==> src/rtl/rrat_pkg.sv <==
// Shared retirement types: architectural/physical register sizes, index
// types and the commit/free request records passed between ROB, RRAT and
// free list.
package rrat_pkg;

  localparam int SS_DEF    = 2;
  localparam int ARCH_REGS = 32;
  localparam int PHYS_REGS = 64;
  localparam int AW        = $clog2(ARCH_REGS);
  localparam int PW        = $clog2(PHYS_REGS);

  typedef logic [AW-1:0] arch_reg_t;
  typedef logic [PW-1:0] phys_reg_t;

  typedef struct packed {
    logic      valid;
    phys_reg_t preg;
  } free_req_t;

  typedef struct packed {
    logic      valid;
    arch_reg_t rd_arch;
    phys_reg_t rd_phys;
  } commit_req_t;

endpackage

==> src/rtl/rrat_if.sv <==
// Commit bundle from the ROB head plus the back-pressured free-register
// bundle toward the free list. The master drives commits and free_ready,
// the slave (the RRAT) drives commit_ready and the free outputs.
interface rrat_if #(
  parameter int SS = rrat_pkg::SS_DEF,
  parameter int AW = rrat_pkg::AW,
  parameter int PW = rrat_pkg::PW
);
  logic [SS-1:0]         commit_valid;
  logic [SS-1:0][AW-1:0] commit_rd_arch;
  logic [SS-1:0][PW-1:0] commit_rd_phys;
  logic                  commit_ready;
  logic [SS-1:0]         free_valid;
  logic [SS-1:0][PW-1:0] free_preg;
  logic                  free_ready;

  modport master (
    output commit_valid, commit_rd_arch, commit_rd_phys, free_ready,
    input  commit_ready, free_valid, free_preg
  );

  modport slave (
    input  commit_valid, commit_rd_arch, commit_rd_phys, free_ready,
    output commit_ready, free_valid, free_preg
  );
endinterface

==> src/rtl/rrat_chk.sv <==
// Simulation-only protocol and invariant checks for the RRAT: contiguous
// commit slots, freshly allocated pregs never already mapped, and the retire
// counter only moving on an accepted group.
module rrat_chk #(
  parameter int SS        = 2,
  parameter int ARCH_REGS = 32,
  parameter int AW        = 5,
  parameter int PW        = 6
) (
  input logic                         clk,
  input logic                         rst,
  input logic                         accept,
  input logic [SS-1:0]                commit_valid,
  input logic [SS-1:0][AW-1:0]        commit_rd_arch,
  input logic [SS-1:0][PW-1:0]        commit_rd_phys,
  input logic [ARCH_REGS-1:0][PW-1:0] map,
  input logic [63:0]                  retired_cnt
);

  function automatic logic preg_in_map(input logic [PW-1:0] preg,
                                       input logic [ARCH_REGS-1:0][PW-1:0] m);
    logic hit;
    hit = 1'b0;
    for (int j = 0; j < ARCH_REGS; j++) begin
      if (m[j] == preg) begin
        hit = 1'b1;
      end else begin
        hit = hit;
      end
    end
    return hit;
  endfunction

  // Valid slots must form a run starting at slot 0; new pregs must be free.
  always @(posedge clk) begin
    if (!rst) begin
      assert ((commit_valid & (commit_valid + SS'(1))) == '0)
        else $error("rrat_chk: commit_valid has a gap: %b", commit_valid);
      if (accept) begin
        for (int i = 0; i < SS; i++) begin
          if (commit_valid[i] && (commit_rd_arch[i] != '0)) begin
            assert (!preg_in_map(commit_rd_phys[i], map))
              else $error("rrat_chk: slot %0d preg %0d already mapped", i, commit_rd_phys[i]);
          end
        end
      end
    end
  end

  // Retire counter is frozen across cycles without an accepted group.
  a_cnt_hold: assert property (@(posedge clk) disable iff (rst)
    !accept |=> (retired_cnt == $past(retired_cnt)));

endmodule

==> src/rtl/rrat_free_stage.sv <==
// SS-wide registered valid/ready stage. Accepts a new entry when it is empty
// or when its current entry is being drained on the same edge, so a full
// pipeline runs without bubbles.
module rrat_free_stage #(
  parameter int SS = 2,
  parameter int PW = 6
) (
  input  logic                  clk,
  input  logic                  rst,
  input  logic                  load,
  input  logic [SS-1:0]         load_valid,
  input  logic [SS-1:0][PW-1:0] load_preg,
  output logic                  can_load,
  output logic [SS-1:0]         out_valid,
  output logic [SS-1:0][PW-1:0] out_preg,
  input  logic                  out_ready
);
  logic [SS-1:0]         valid_r;
  logic [SS-1:0][PW-1:0] preg_r;

  // Room exists when nothing is pending or the pending entry leaves now.
  always_comb begin
    can_load = !(|valid_r) || out_ready;
  end

  // Load new entry, otherwise drop a drained entry, otherwise hold.
  always_ff @(posedge clk) begin
    if (rst) begin
      valid_r <= '0;
      preg_r  <= '0;
    end else if (load) begin
      valid_r <= load_valid;
      preg_r  <= load_preg;
    end else if (out_ready) begin
      valid_r <= '0;
      preg_r  <= preg_r;
    end else begin
      valid_r <= valid_r;
      preg_r  <= preg_r;
    end
  end

  assign out_valid = valid_r;
  assign out_preg  = preg_r;
endmodule

==> src/rtl/rrat.sv <==
// Retirement register alias table. Holds the committed arch->phys map and
// returns displaced pregs to the free list through a registered stage.
// Optional feature: define RRAT_MAP_OUT_EN to expose the map as arch_map_out.
module rrat #(
  parameter int SS        = rrat_pkg::SS_DEF,
  parameter int ARCH_REGS = rrat_pkg::ARCH_REGS,
  parameter int PHYS_REGS = rrat_pkg::PHYS_REGS
) (
  input  logic clk,
  input  logic rst,
  rrat_if.slave cif
`ifdef RRAT_MAP_OUT_EN
  ,
  output logic [ARCH_REGS-1:0][$clog2(PHYS_REGS)-1:0] arch_map_out
`else
`endif
);
  import rrat_pkg::*;

  localparam int LAW = $clog2(ARCH_REGS);
  localparam int LPW = $clog2(PHYS_REGS);

  logic [ARCH_REGS-1:0][LPW-1:0] map_r;
  logic [ARCH_REGS-1:0][LPW-1:0] run_map_s;
  logic [SS-1:0]                 slot_valid_s;
  logic [SS-1:0][LPW-1:0]        slot_preg_s;
  logic [63:0]                   retired_cnt_r;
  logic [63:0]                   pop_s;
  logic                          can_load_s;
  logic                          accept_s;

  // Walk slots in order so a later slot sees an earlier slot's new mapping.
  always_comb begin
    run_map_s    = map_r;
    slot_valid_s = '0;
    slot_preg_s  = '0;
    pop_s        = 64'd0;
    for (int i = 0; i < SS; i++) begin
      pop_s = pop_s + {63'd0, cif.commit_valid[i]};
      if (cif.commit_valid[i] && (cif.commit_rd_arch[i] != '0)) begin
        slot_valid_s[i]                    = 1'b1;
        slot_preg_s[i]                     = run_map_s[cif.commit_rd_arch[i]];
        run_map_s[cif.commit_rd_arch[i]]   = cif.commit_rd_phys[i];
      end else begin
        slot_valid_s[i] = 1'b0;
        slot_preg_s[i]  = '0;
      end
    end
  end

  // Whole group goes in only when the free stage has room.
  always_comb begin
    accept_s         = (|cif.commit_valid) && can_load_s;
    cif.commit_ready = can_load_s;
  end

  // Committed map and retire counter; reset to the identity mapping.
  always_ff @(posedge clk) begin
    if (rst) begin
      for (int i = 0; i < ARCH_REGS; i++) begin
        map_r[i] <= LPW'(i);
      end
      retired_cnt_r <= 64'd0;
    end else if (accept_s) begin
      map_r         <= run_map_s;
      retired_cnt_r <= retired_cnt_r + pop_s;
    end else begin
      map_r         <= map_r;
      retired_cnt_r <= retired_cnt_r;
    end
  end

  rrat_free_stage #(.SS(SS), .PW(LPW)) u_free (
    .clk        (clk),
    .rst        (rst),
    .load       (accept_s),
    .load_valid (slot_valid_s),
    .load_preg  (slot_preg_s),
    .can_load   (can_load_s),
    .out_valid  (cif.free_valid),
    .out_preg   (cif.free_preg),
    .out_ready  (cif.free_ready)
  );

`ifdef RRAT_MAP_OUT_EN
  assign arch_map_out = map_r;
`else
`endif

`ifndef SYNTHESIS
  rrat_chk #(.SS(SS), .ARCH_REGS(ARCH_REGS), .AW(LAW), .PW(LPW)) u_chk (
    .clk            (clk),
    .rst            (rst),
    .accept         (accept_s),
    .commit_valid   (cif.commit_valid),
    .commit_rd_arch (cif.commit_rd_arch),
    .commit_rd_phys (cif.commit_rd_phys),
    .map            (map_r),
    .retired_cnt    (retired_cnt_r)
  );
`else
`endif
endmodule

==> src/flat_wrapper.sv <==
// flat-port wrapper written by rule: the top's interface ports become plain ports
module rrat_flat import rrat_pkg::*;
#(
  parameter int SS        = rrat_pkg::SS_DEF,
  parameter int ARCH_REGS = rrat_pkg::ARCH_REGS,
  parameter int PHYS_REGS = rrat_pkg::PHYS_REGS
)
  (clk, rst, cif_commit_valid, cif_commit_rd_arch, cif_commit_rd_phys, cif_free_ready, cif_commit_ready, cif_free_valid, cif_free_preg);
  rrat_if #(.SS(SS), .AW(5), .PW(6)) cif_i ();
  input  logic clk;
  input  logic rst;
  input wire logic [$bits(cif_i.commit_valid)-1:0] cif_commit_valid;
  input wire logic [$bits(cif_i.commit_rd_arch)-1:0] cif_commit_rd_arch;
  input wire logic [$bits(cif_i.commit_rd_phys)-1:0] cif_commit_rd_phys;
  input wire logic [$bits(cif_i.free_ready)-1:0] cif_free_ready;
  output wire logic [$bits(cif_i.commit_ready)-1:0] cif_commit_ready;
  output wire logic [$bits(cif_i.free_valid)-1:0] cif_free_valid;
  output wire logic [$bits(cif_i.free_preg)-1:0] cif_free_preg;
  assign cif_i.commit_valid = cif_commit_valid;
  assign cif_i.commit_rd_arch = cif_commit_rd_arch;
  assign cif_i.commit_rd_phys = cif_commit_rd_phys;
  assign cif_i.free_ready = cif_free_ready;
  assign cif_commit_ready = cif_i.commit_ready;
  assign cif_free_valid = cif_i.free_valid;
  assign cif_free_preg = cif_i.free_preg;
  rrat #(.SS(SS), .ARCH_REGS(ARCH_REGS), .PHYS_REGS(PHYS_REGS)) u_core (.clk(clk), .rst(rst), .cif(cif_i));
endmodule
==> config.mk <==
export PLATFORM = sky130hd
export DESIGN_NAME = rrat_flat
export DESIGN_NICKNAME = d
export VERILOG_FILES = /design/src/rtl/rrat_pkg.sv /design/src/rtl/rrat_if.sv /design/src/rtl/rrat_chk.sv /design/src/rtl/rrat_free_stage.sv /design/src/rtl/rrat.sv /design/src/flat_wrapper.sv
export SDC_FILE = /design/constraint.sdc
export NUM_CORES = 1
export LEC_CHECK = 0
export BUFFER_PORTS_ARGS = -buffer_cell sky130_fd_sc_hd__clkbuf_2
export CAP_MARGIN = 10
export CORE_MARGIN = 5
export CORE_UTILIZATION = 31
export CTS_CLUSTER_DIAMETER = 80
export DETAILED_ROUTE_END_ITERATION = 7
export SKIP_CTS_REPAIR_TIMING = 1
export SYNTH_ARGS = -nofsm -noshare
export SYNTH_HDL_FRONTEND = slang
export SYNTH_HIERARCHICAL = 1
export SYNTH_SLANG_ARGS = --single-unit
export TNS_END_PERCENT = 50
==> constraint.sdc <==
create_clock -name clk -period 3 [get_ports clk]
set_input_delay 0.75 -clock clk [delete_from_list [all_inputs] [get_ports clk]]
set_output_delay 0.75 -clock clk [all_outputs]
set_load 0.1 [all_outputs]
==> results of run 1 <==
==> worst reg2reg max path, cell delays in order, from the launching register on <==
cell      delay (ns)
dfxtp_2         0.33
o21bai_4        0.21
o21ai_4         0.18
inv_4           0.52
buf_4           0.44
o21ai_0         0.23
a21oi_1         0.18
o21ai_0         0.09
==> final cells by class <==
cell class | instances | area share, %
clock inverter | 10 | 0.527
sequential | 206 | 21.2
clock buffer | 41 | 4.37
inverter | 23 | 0.457
multi-input combinational | 1489 | 50.9
tap | 615 | 3.95
antenna | 2 | 0.0257
timing repair buffer | 452 | 18.5
==> metrics by stage <==
stage          setup WS (ns)  setup TNS, ns  instance area [µm²]  total power [W]
2_1_floorplan        0.00198              0                14800          0.00374
3_3_place_gp          -0.729          -4.38                18500          0.00451
3_5_place_dp          -0.688          -5.48                18500          0.00452
4_1_cts               -0.102         -0.102                19400          0.00799
5_1_grt              -0.0453        -0.0453                19500          0.00822
6_report              0.0407              0                19500          0.00800
==> synthesized netlist by cell type (28+ instances only) <==
| master | n | area share [%] |
|---|---|---|
| a211oi_1 | 112 | 5.7 |
| a21oi_1 | 166 | 5.6 |
| a22oi_1 | 28 | 1.4 |
| and3_1 | 41 | 1.7 |
| clkbuf_1 | 150 | 3.8 |
| dfxtp_1 | 206 | 28 |
| mux2i_1 | 102 | 6.9 |
| mux4_2 | 65 | 9.9 |
| nand2_1 | 173 | 4.4 |
| nand3_1 | 28 | 0.95 |
| nor2_1 | 250 | 6.3 |
| nor3_1 | 33 | 1.1 |
| o21ai_0 | 160 | 5.4 |
| o22ai_1 | 80 | 3.4 |
==> routing by layer <==
metal / GRT usage, % / vias to the layer above / wire, µm
li1: - / 7804 / -
met1: 38.1 / 8601 / 31500
met2: 43.8 / 1097 / 33900
met3: 6.16 / 248 / 8010
met4: 12.1 / 6 / 3900
met5: 0 / - / 79
==> how the worst min path moves through the flow <==
stage / from / to / slack, ns / depth (start not counted)
after CTS: cif_free_ready / u_core/u_free/out_valid[0] / 0.45 / 3
after global routing: cif_free_ready / u_core/u_free/out_valid[1] / 0.48 / 3
after floorplan: u_core/map_r[16] / u_core/map_r[16] / 0.44 / 2
after global placement: u_core/map_r[16] / u_core/map_r[16] / 0.45 / 2
after detailed placement: u_core/map_r[4] / u_core/map_r[4] / 0.47 / 1
final: cif_free_ready / u_core/u_free/out_valid[0] / 0.48 / 3
==> state kept, by name (all words and copies together), names as in the netlist <==
signal	cells
u_core/map_r	192
u_core/u_free/out_valid	2
u_core/u_free/out_preg	12
==> where the power goes <==
group	leakage [nW]	total (W)	internal (W)	switching [W]
Clock	0.476	0.00348	0.00206	0.00142
Combinational	5.07	0.00164	0.000579	0.00107
Sequential	1.67	0.00287	0.00280	0.0000701
Total	7.22	0.00800	0.00545	0.00255
==> cell families after synthesis <==
kind of cell,share of synthesized area (%)
compound gates,28.7
xor+xnor,0.118
buf+inv,5.67
flops,27.8
mux,17.2
simple gates,20.4
==> results.md, run 1 <==
- Critical path depth in cells: 13
- R2R depth: 7
- Routed vias: 17,800
- CTS tree: built
- Hold slack: 0.475 ns
- Top Ports: 42
- Max-Cap Viols: 0
- Synth Cell Area: 0.0148 mm²
- Final HPWL DP: 58,300 µm
- Yosys reg bits: between 200 and 250
- Leak Pwr: 7.22 nW
- WP buf/inv: 4
- Min Tclk post-route: roughly 3 ns
- Global placement routability congestion: about 1.1
- Post-synth cell types: 84
- Total clock sinks: 206
- Drt drc: 0
- DP Cell Count: around 2,800
- Crit end category: flop
- Share of layout cells above drive strength 1: between 20% and 30%
- Post-layout util: about two fifths
- DRT antenna net count: 0
- Most frequent cells in the layout: 388 x buf_4, 250 x nor2_1, 204 x dfxtp_1
- IO Port Bufs: 41
- Area Growth Syn to Fin: 31.3%
- CTS Buffer Depth: 3
- Area of the multi-input gates: 0.00991 mm²
- Final hold vios: 0
- H-tree levels: 1
- Die footprint: between 0.05 and 0.06 mm²
- Max IR drop VDD: 424 µV
- Non-filler instance count after layout: about 2,800
- RR Startpoint: u_core/u_free/out_valid[0]
- Final setup viols: 0
- Rows: 80
- Achievable Freq: approximately 0.34 GHz
- Root Driver: clkbuf_16
- Worst Tran Pin Value: approximately 1.2 ns
- Final nets: 2,228
- Max Slew Vio Count: 0
- GR Overflow Total: 0
- EDFF count, synth: 0
- Critical Path Max Stage Delay: 0.48 ns
- Period utilisation layout: roughly 99%
- Worst-path fanout max: 6
- Setup crit start kind: input pin
- PD cells: roughly 410 mW/mm²
- YS warnings: 6
- Initial Util: between 30% and 40%
- Syn Area/Cell: about 8 µm²
- Sequential fraction of the synthesis area: 27.8%
- Class of the worst hold path: in -> reg
- Filler cells: 4,799
- Total core area: around 0.048 mm²
- Vias in the first global route: 16,900
- Most common cell after layout, fill and taps aside: buf_4
- WL/cell: roughly 27 µm
- Asr flop ratio synth: 0%
- CP cell instances: clkbuf_2 > nand4bb_1 > nor2_1 > buf_4 > mux2i_1 > mux2i_1 > o2111ai_1 > buf_4 > nor4_2 > buf_4 > o211a_1 > mux2i_1 > nor2_1
- Setup Skew: 0.0161 ns
- Crit-path leading delay family: simple AND/OR/NAND/NOR gates
- CP arrival: approximately 3.5 ns
- Later-pin clock latency in the skew report: around 0.58 ns
- Total GRT Usage: 28.3%
- Status: finished, final reports clean
- Critical path endpoint: u_core/u_free/out_preg[9]
- Die height: about 230 µm
- RSZ-0062 raised after global routing: true
- Syn Inst Count: 1,904
- Prevailing post-synth register cell: dfxtp_1
- Num CTS Buffers: 29
- Max-slew headroom: approximately 23%
- Iteration count of the initial detailed-routing pass: 6
- Post-Route WL: between 70,000 and 80,000 µm
- Pin count of the biggest net entering global routing: slightly below 60
- DR iter-0 viols: 2,494
- Worst r2r dst: u_core/map_r[69]
- CP Class: in -> reg
- Post-synth net total: slightly below 2,000
- Slowest CP cell: nand4bb_1
- Reg2reg setup slack: ~0.69 ns
- WP data required: between 3 and 4 ns
- Sequential cell area: 0.00413 mm²
- First-pass GRT wire length: between 100,000 and 150,000 µm
- CTS clock-pin slew for the worst setup and hold paths: 0.07 ns
- Crit path launch: cif_commit_rd_arch[2]
- Antenna violations before repair: 4
- Die width: approximately 230 µm
- DR vias/cell: about 6.3
Note: power is estimated with default switching activity, not from simulation.
==> run 2: changes to the inputs <==
--- a/config.mk
+++ b/config.mk
@@ -9,8 +9,8 @@
 export CAP_MARGIN = 10
 export CORE_MARGIN = 5
 export CORE_UTILIZATION = 31
-export CTS_CLUSTER_DIAMETER = 80
 export DETAILED_ROUTE_END_ITERATION = 7
+export PLACE_DENSITY = 0.52
 export SKIP_CTS_REPAIR_TIMING = 1
 export SYNTH_ARGS = -nofsm -noshare
 export SYNTH_HDL_FRONTEND = slang
==> run 2 against run 1 <==
  * The flow now finishes with violations (setup timing)
  * Die area did not move
  * Total power is 4.1% lower
  * Final area fell by 0.77%
  * Sequential power barely moved
  * Maximum frequency shrank 1.9%
  * Utilization fell by 0.31 points
  * Combinational power barely moved
  * Largest cell class unchanged
  * Largest power group unchanged
==> results.md, run 2 (synthesized netlist as in run 1, its figures left out) <==
- DRT antenna net count: 0 (unchanged)
- First-pass GRT wire length: 117,000 µm (was 114,000 µm)
- Die height: 229 µm (unchanged)
- Max-slew headroom: 43.8% (was 23.1%)
- H-tree levels: 1 (unchanged)
- Routed vias: 17,800 (about the same)
- Clk network pwr share: 41.1% (was 43.5%)
- Seq pwr share: 37.5% (was 35.9%)
- Switch share: 32.2% (was 31.9%)
- N_diodes: 0 (was 2)
- PD cells: 397 mW/mm² (was 411 mW/mm²)
- Psw: 0.00247 W (was 0.00255 W)
- Pin count of the biggest net entering global routing: 66 (was 58)
- CP arrival: 3.52 ns (was 3.47 ns)
- Final setup viols: 1 (was 0)
- Internal power: 0.00520 W (was 0.00545 W)
- Max-Cap Viols: 0 (unchanged)
- Period utilisation layout: 101% (was 98.6%)
- Later-pin clock latency in the skew report: 0.58 ns (about the same)
- Achievable Freq: 0.331 GHz (was 0.338 GHz)
- Worst r2r dst: u_core/u_free/out_preg[6] (was u_core/map_r[69])
- Rows: 80 (unchanged)
- Reg2reg setup slack: 0.58 ns (was 0.69 ns)
- Setup crit start kind: input pin (unchanged)
- Post-Route WL: 79,800 µm (was 77,400 µm)
- Max Slew Vio Count: 0 (unchanged)
- WP data required: 3.50 ns (was 3.51 ns)
- Total GRT Usage: 29.2% (was 28.3%)
- Share of layout cells above drive strength 1: 26.9% (was 27.4%)
- Area Growth Syn to Fin: 30.3% (was 31.3%)
- Post-route setup TNS: -0.0182 ns (was 0 ns)
- Final hold vios: 0 (unchanged)
- DR vias/cell: 6.28 (was 6.26)
- Filler cells: 4,824 (was 4,799)
- Most frequent cells in the layout: 386 x buf_4, 250 x nor2_1, 204 x dfxtp_1 (was 388 x buf_4, 250 x nor2_1, 204 x dfxtp_1)
- Num CTS Buffers: 26 (was 29)
- Die footprint: 0.0523 mm² (unchanged)
- Worst hold path endpoint: u_core/map_r[16] (was u_core/u_free/out_valid[0])
- R2R depth: 7 (unchanged)
- Final HPWL DP: 60,300 µm (was 58,300 µm)
- Min Tclk post-route: 3.02 ns (was 2.96 ns)
- IO Port Bufs: 41 (unchanged)
- Hold wc startpoint: u_core/map_r[16] (was cif_free_ready)
- Worst Tran Pin Value: 0.822 ns (was 1.15 ns)
- Max IR drop VDD: 407 µV (was 424 µV)
- RR Startpoint: u_core/map_r[48] (was u_core/u_free/out_valid[0])
- Total clock sinks: 206 (unchanged)
- Die width: 229 µm (unchanged)
- Initial Util: 31.2% (unchanged)
- Class of the worst hold path: reg -> reg (was in -> reg)
- Max reg flops: 192 (unchanged)
- Most common cell after layout, fill and taps aside: buf_4 (unchanged)
- GR Overflow Total: 0 (unchanged)
- Root Driver: clkbuf_16 (unchanged)
- Area of the multi-input gates: 0.00989 mm² (was 0.00991 mm²)
- DR iter-0 viols: 2,228 (was 2,494)
- CP Class: in -> reg (unchanged)
- Worst-path fanout max: 8 (was 6)
- Place WS: -0.552 ns (was -0.688 ns)
- Final nets: 2,224 (was 2,228)
- WL/cell: 28.3 µm (was 27.3 µm)
- Reg with most FFs: u_core/map_r (unchanged)
- Total core area: 0.0475 mm² (unchanged)
- Crit end category: flop (unchanged)
- Top Ports: 42 (unchanged)
- Antenna violations before repair: 0 (was 4)
- Failing checks: setup timing
- Drt drc: 0 (unchanged)
- Leak Pwr: 7.14 nW (was 7.22 nW)
- CTS Buffer Depth: 3 (unchanged)
- Setup ws final: -0.0182 ns (was 0.0407 ns)
- Setup Skew: 0.0295 ns (was 0.0161 ns)
- Status: complete, but fails checks (was finished, final reports clean)
- Iteration count of the initial detailed-routing pass: 5 (was 6)
- Sequential cell area: 0.00413 mm² (unchanged)
- CTS clock-pin slew for the worst setup and hold paths: 0.06 ns (was 0.07 ns)
- Gate power share: 21.5% (was 20.6%)
- Vias in the first global route: 16,700 (was 16,900)
- CTS tree: built (unchanged)
- Global placement routability congestion: 1.04 (was 1.10)
- WHS Path Cells: 2 (was 3)
[run 2: per-layer routing]
metal / global-route usage, % / wire [µm] / vias to the layer above
met4: 11.6 / 3630 / 0
met5: 0 / 0 / -
li1: - / - / 7780
met1: 41.1 / 34200 / 8764
met2: 44.8 / 34800 / 1006
met3: 4.77 / 7230 / 202
[run 2: worst max-delay path: stages]
cell and delay (ns):
clkbuf_2 0.18, buf_4 0.22, and4b_1 0.26, buf_4 0.18
nand3_1 0.08, a21oi_1 0.06, o311ai_0 0.41, o2111ai_1 0.24
a2111oi_1 0.63, and4_1 0.30, mux2i_1 0.08, nor2_1 0.12
[run 2: layout make-up]
cell class | count | share of cell area [%]
Clock buffer | 34 | 3.68
Clock inverter | 7 | 0.531
Inverter | 23 | 0.460
Multi-Input combinational cell | 1489 | 51.2
Sequential cell | 206 | 21.4
Tap cell | 615 | 3.99
Timing Repair Buffer | 451 | 18.7
[run 2: worst max-delay path by stage]
stage | end | startpoint | slack (ns) | cells past startpoint
global route | u_core/u_free/out_preg[6] | cif_commit_valid[0] | -0.06 | 12
floorplan | u_core/u_free/out_preg[0] | u_core/u_free/out_valid[0] | 0.002 | 10
CTS | u_core/u_free/out_preg[6] | cif_commit_valid[0] | 0.04 | 12
finish | u_core/u_free/out_preg[6] | cif_commit_valid[0] | -0.02 | 12
detailed placement | u_core/u_free/out_preg[6] | cif_commit_valid[0] | -0.55 | 12
global placement | u_core/u_free/out_preg[6] | cif_commit_rd_arch[2] | -0.53 | 13
[run 2: power groups by stage]
stage / sequential, W / combinational [W] / clock [W]
2_1_floorplan: 0.00298 / 0.000760 / 0
3_3_place_gp: 0.00293 / 0.00160 / 0
3_5_place_dp: 0.00293 / 0.00160 / 0
4_1_cts: 0.00287 / 0.00160 / 0.00321
5_1_grt: 0.00288 / 0.00170 / 0.00331
6_report: 0.00287 / 0.00165 / 0.00315
[run 2: stage by stage]
stage                     instances  total power, W  utilization, %  cell area (µm²)  hold WS, ns
after floorplan                1904         0.00374               -            14800        0.439
after global placement         2784         0.00453            38.9            18500        0.460
after detailed placement       2784         0.00453            38.9            18500        0.474
after CTS                      2825         0.00768            40.6            19300        0.467
after global routing           2825         0.00789            40.6            19300        0.494
final                          2825         0.00767            40.6            19300        0.481
==> run 3: changes to the inputs <==
--- a/config.mk
+++ b/config.mk
@@ -5,12 +5,13 @@
 export SDC_FILE = /design/constraint.sdc
 export NUM_CORES = 1
 export LEC_CHECK = 0
-export BUFFER_PORTS_ARGS = -buffer_cell sky130_fd_sc_hd__clkbuf_2
+export BUFFER_PORTS_ARGS = -buffer_cell sky130_fd_sc_hd__buf_2
 export CAP_MARGIN = 10
 export CORE_MARGIN = 5
 export CORE_UTILIZATION = 31
 export DETAILED_ROUTE_END_ITERATION = 7
-export PLACE_DENSITY = 0.52
+export PLACE_DENSITY = 0.5
+export SETUP_SLACK_MARGIN = 0.5
 export SKIP_CTS_REPAIR_TIMING = 1
 export SYNTH_ARGS = -nofsm -noshare
 export SYNTH_HDL_FRONTEND = slang
==> constraint.sdc (replaced) <==
create_clock -name clk -period 3.4 [get_ports clk]
set_input_delay 0.85 -clock clk [delete_from_list [all_inputs] [get_ports clk]]
set_output_delay 0.85 -clock clk [all_outputs]
set_load 0.1 [all_outputs]
==> run 3 against run 2 <==
  * The run now ends clean
  * Clock-buffer cell count up 4
  * Critical path depth grew 1
  * Register-to-register slack better by 0.59 ns
==> results.md, run 3 (synthesized netlist as in run 1, its figures left out) <==
- Max IR drop VDD: 390 µV (was 407 µV)
- Max-slew headroom: 27.5% (was 43.8%)
- H-tree levels: 1 (unchanged)
- Die footprint: 0.0523 mm² (unchanged)
- Tot Pwr: 0.00682 W (was 0.00767 W)
- Crit end category: flop (unchanged)
- Design area: 0.0184 mm² (was 0.0193 mm²)
- Die width: 229 µm (unchanged)
- Final hold vios: 0 (unchanged)
- Routed vias: 17,200 (was 17,800)
- Num CTS Buffers: 26 (unchanged)
- Iteration count of the initial detailed-routing pass: 6 (was 5)
- Post-Route WL: 77,400 µm (was 79,800 µm)
- DR vias/cell: 6.39 (was 6.28)
- Share of layout cells above drive strength 1: 22.8% (was 26.9%)
- DP Cell Count: 2,628 (was 2,784)
- Total GRT Usage: 28.1% (was 29.2%)
- Clk network pwr share: 42.5% (was 41.1%)
- Hold slack: 0.474 ns (was 0.481 ns)
- Filler cells: 4,933 (was 4,824)
- Initial Util: 31.2% (unchanged)
- Max Slew Vio Count: 0 (unchanged)
- Placed cell area: 0.0173 mm² (was 0.0185 mm²)
- RSZ-0062 raised after global routing: true
- Setup Skew: 0.0149 ns (was 0.0295 ns)
- DR iter-0 viols: 2,422 (was 2,228)
- Pin count of the biggest net entering global routing: 111 (was 66)
- Drt drc: 0 (unchanged)
- PD cells: 371 mW/mm² (was 397 mW/mm²)
- Max-Cap Viols: 0 (unchanged)
- Final HPWL DP: 56,300 µm (was 60,300 µm)
- Final setup viols: 0 (was 1)
- Class of the worst hold path: reg -> reg (unchanged)
- WL/cell: 28.9 µm (was 28.3 µm)
- CP arrival: 3.34 ns (was 3.52 ns)
- Global placement routability congestion: 0.978 (was 1.04)
- Setup crit start kind: input pin (unchanged)
- GR Overflow Total: 0 (unchanged)
- First-pass GRT wire length: 113,000 µm (was 117,000 µm)
- Total core area: 0.0475 mm² (unchanged)
- Die height: 229 µm (unchanged)
- Post-layout util: 38.6% (was 40.6%)
- Most frequent cells in the layout: 242 x nor2_1, 238 x buf_4, 204 x dfxtp_1 (was 386 x buf_4, 250 x nor2_1, 204 x dfxtp_1)
- Total clock sinks: 206 (unchanged)
- Vias in the first global route: 16,500 (was 16,700)
- Gate power share: 20.3% (was 21.5%)
- Antenna violations before repair: 4 (was 0)
- Seq pwr share: 37.2% (was 37.5%)
- Non-filler instance count after layout: 2,682 (was 2,825)
- Switch share: 31.8% (was 32.2%)
- Top Ports: 42 (unchanged)
- Reg with most FFs: u_core/map_r (unchanged)
- Internal power: 0.00465 W (was 0.00520 W)
- Min Tclk post-route: 2.90 ns
- Status: finished, final reports clean (was complete, but fails checks)
- Period utilisation layout: 85.3%
- Achievable Freq: between 0.3 and 0.4 GHz
- Leak Pwr: 6.47 nW (was 7.14 nW)
- DRT antenna net count: 0 (unchanged)
- WP data required: 3.83 ns (was 3.50 ns)
- Root Driver: clkbuf_16 (unchanged)
- CP Class: in -> reg (unchanged)
- Max reg flops: 192 (unchanged)
- Later-pin clock latency in the skew report: 0.57 ns (was 0.58 ns)
- CTS clock-pin slew for the worst setup and hold paths: 0.06 ns (about the same)
- CTS tree: built (unchanged)
- Most common cell after layout, fill and taps aside: nor2_1 (was buf_4)
- Area Growth Syn to Fin: 23.9% (was 30.3%)
- Worst-path fanout max: 15 (was 8)
- Rows: 80 (unchanged)
- Psw: 0.00217 W (was 0.00247 W)
- CTS Buffer Depth: 3 (unchanged)
- IO Port Bufs: 41 (unchanged)
- Final nets: 2,074 (was 2,224)
- Worst Tran Pin Value: 1.09 ns (was 0.822 ns)
run 3: cell count changes in the layout (fill, tap and decap cells not counted), sizes merged:
cell,before,now
diode,0,2
buf,414,298
inv,23,22
clkbuf,71,41
clkinv,4,5
clkinvlp,1,2
run 3: final cells by class:
class / instances / area, µm² / area share (%)
diodes: 2 / 5.00 / 0.0273
inverters: 23 / 88.8 / 0.484
multi-input cells: 1489 / 10000 / 54.5
clock inverters: 8 / 95.1 / 0.518
repair buffers: 301 / 2480 / 13.5
well taps: 615 / 769 / 4.19
clock buffers: 38 / 777 / 4.23
flip-flops and latches: 206 / 4130 / 22.5
run 3: worst paths after layout:
path	from	to	slack, ns	cells past startpoint
max reg2reg	u_core/map_r[179]	u_core/u_free/out_preg[11]	1.17	10
max	cif_commit_rd_arch[1]	u_core/u_free/out_preg[11]	0.50	13
min reg2reg	u_core/map_r[16]	u_core/map_r[16]	0.47	2
min	u_core/map_r[16]	u_core/map_r[16]	0.47	2
run 3: power groups by stage:
stage	combinational, W	clock [W]	sequential (W)
floorplan	0.000677	0	0.00263
global placement	0.00132	0	0.00259
detailed placement	0.00132	0	0.00259
CTS	0.00132	0.00294	0.00253
global route	0.00143	0.00303	0.00254
finish	0.00138	0.00290	0.00254
run 3: layer usage:
| layer | vias up | wire, µm | global-route usage, % |
|---|---|---|---|
| met5 | - | 29 | 0 |
| met4 | 4 | 3430 | 11.2 |
| met3 | 230 | 6930 | 5.18 |
| met2 | 1046 | 33900 | 43.3 |
| met1 | 8392 | 33200 | 39.0 |
| li1 | 7479 | - | - |
run 3: through the flow:
stage	setup TNS, ns	setup slack [ns]
2_1_floorplan	0	0.387
3_3_place_gp	-0.601	-0.390
3_5_place_dp	-0.716	-0.457
4_1_cts	0	0.128
5_1_grt	0	0.453
6_report	0	0.499
run 3: critical path, cell delays in order:
cell and delay, ns:
clkbuf_4 0.18, buf_12 0.17, nand4bb_1 0.17, buf_4 0.19, nor2_2 0.13, buf_4 0.18
mux2i_1 0.19, o221ai_1 0.22, a211oi_2 0.45, buf_4 0.20, and4bb_1 0.20, mux2i_1 0.13
nor2_1 0.05
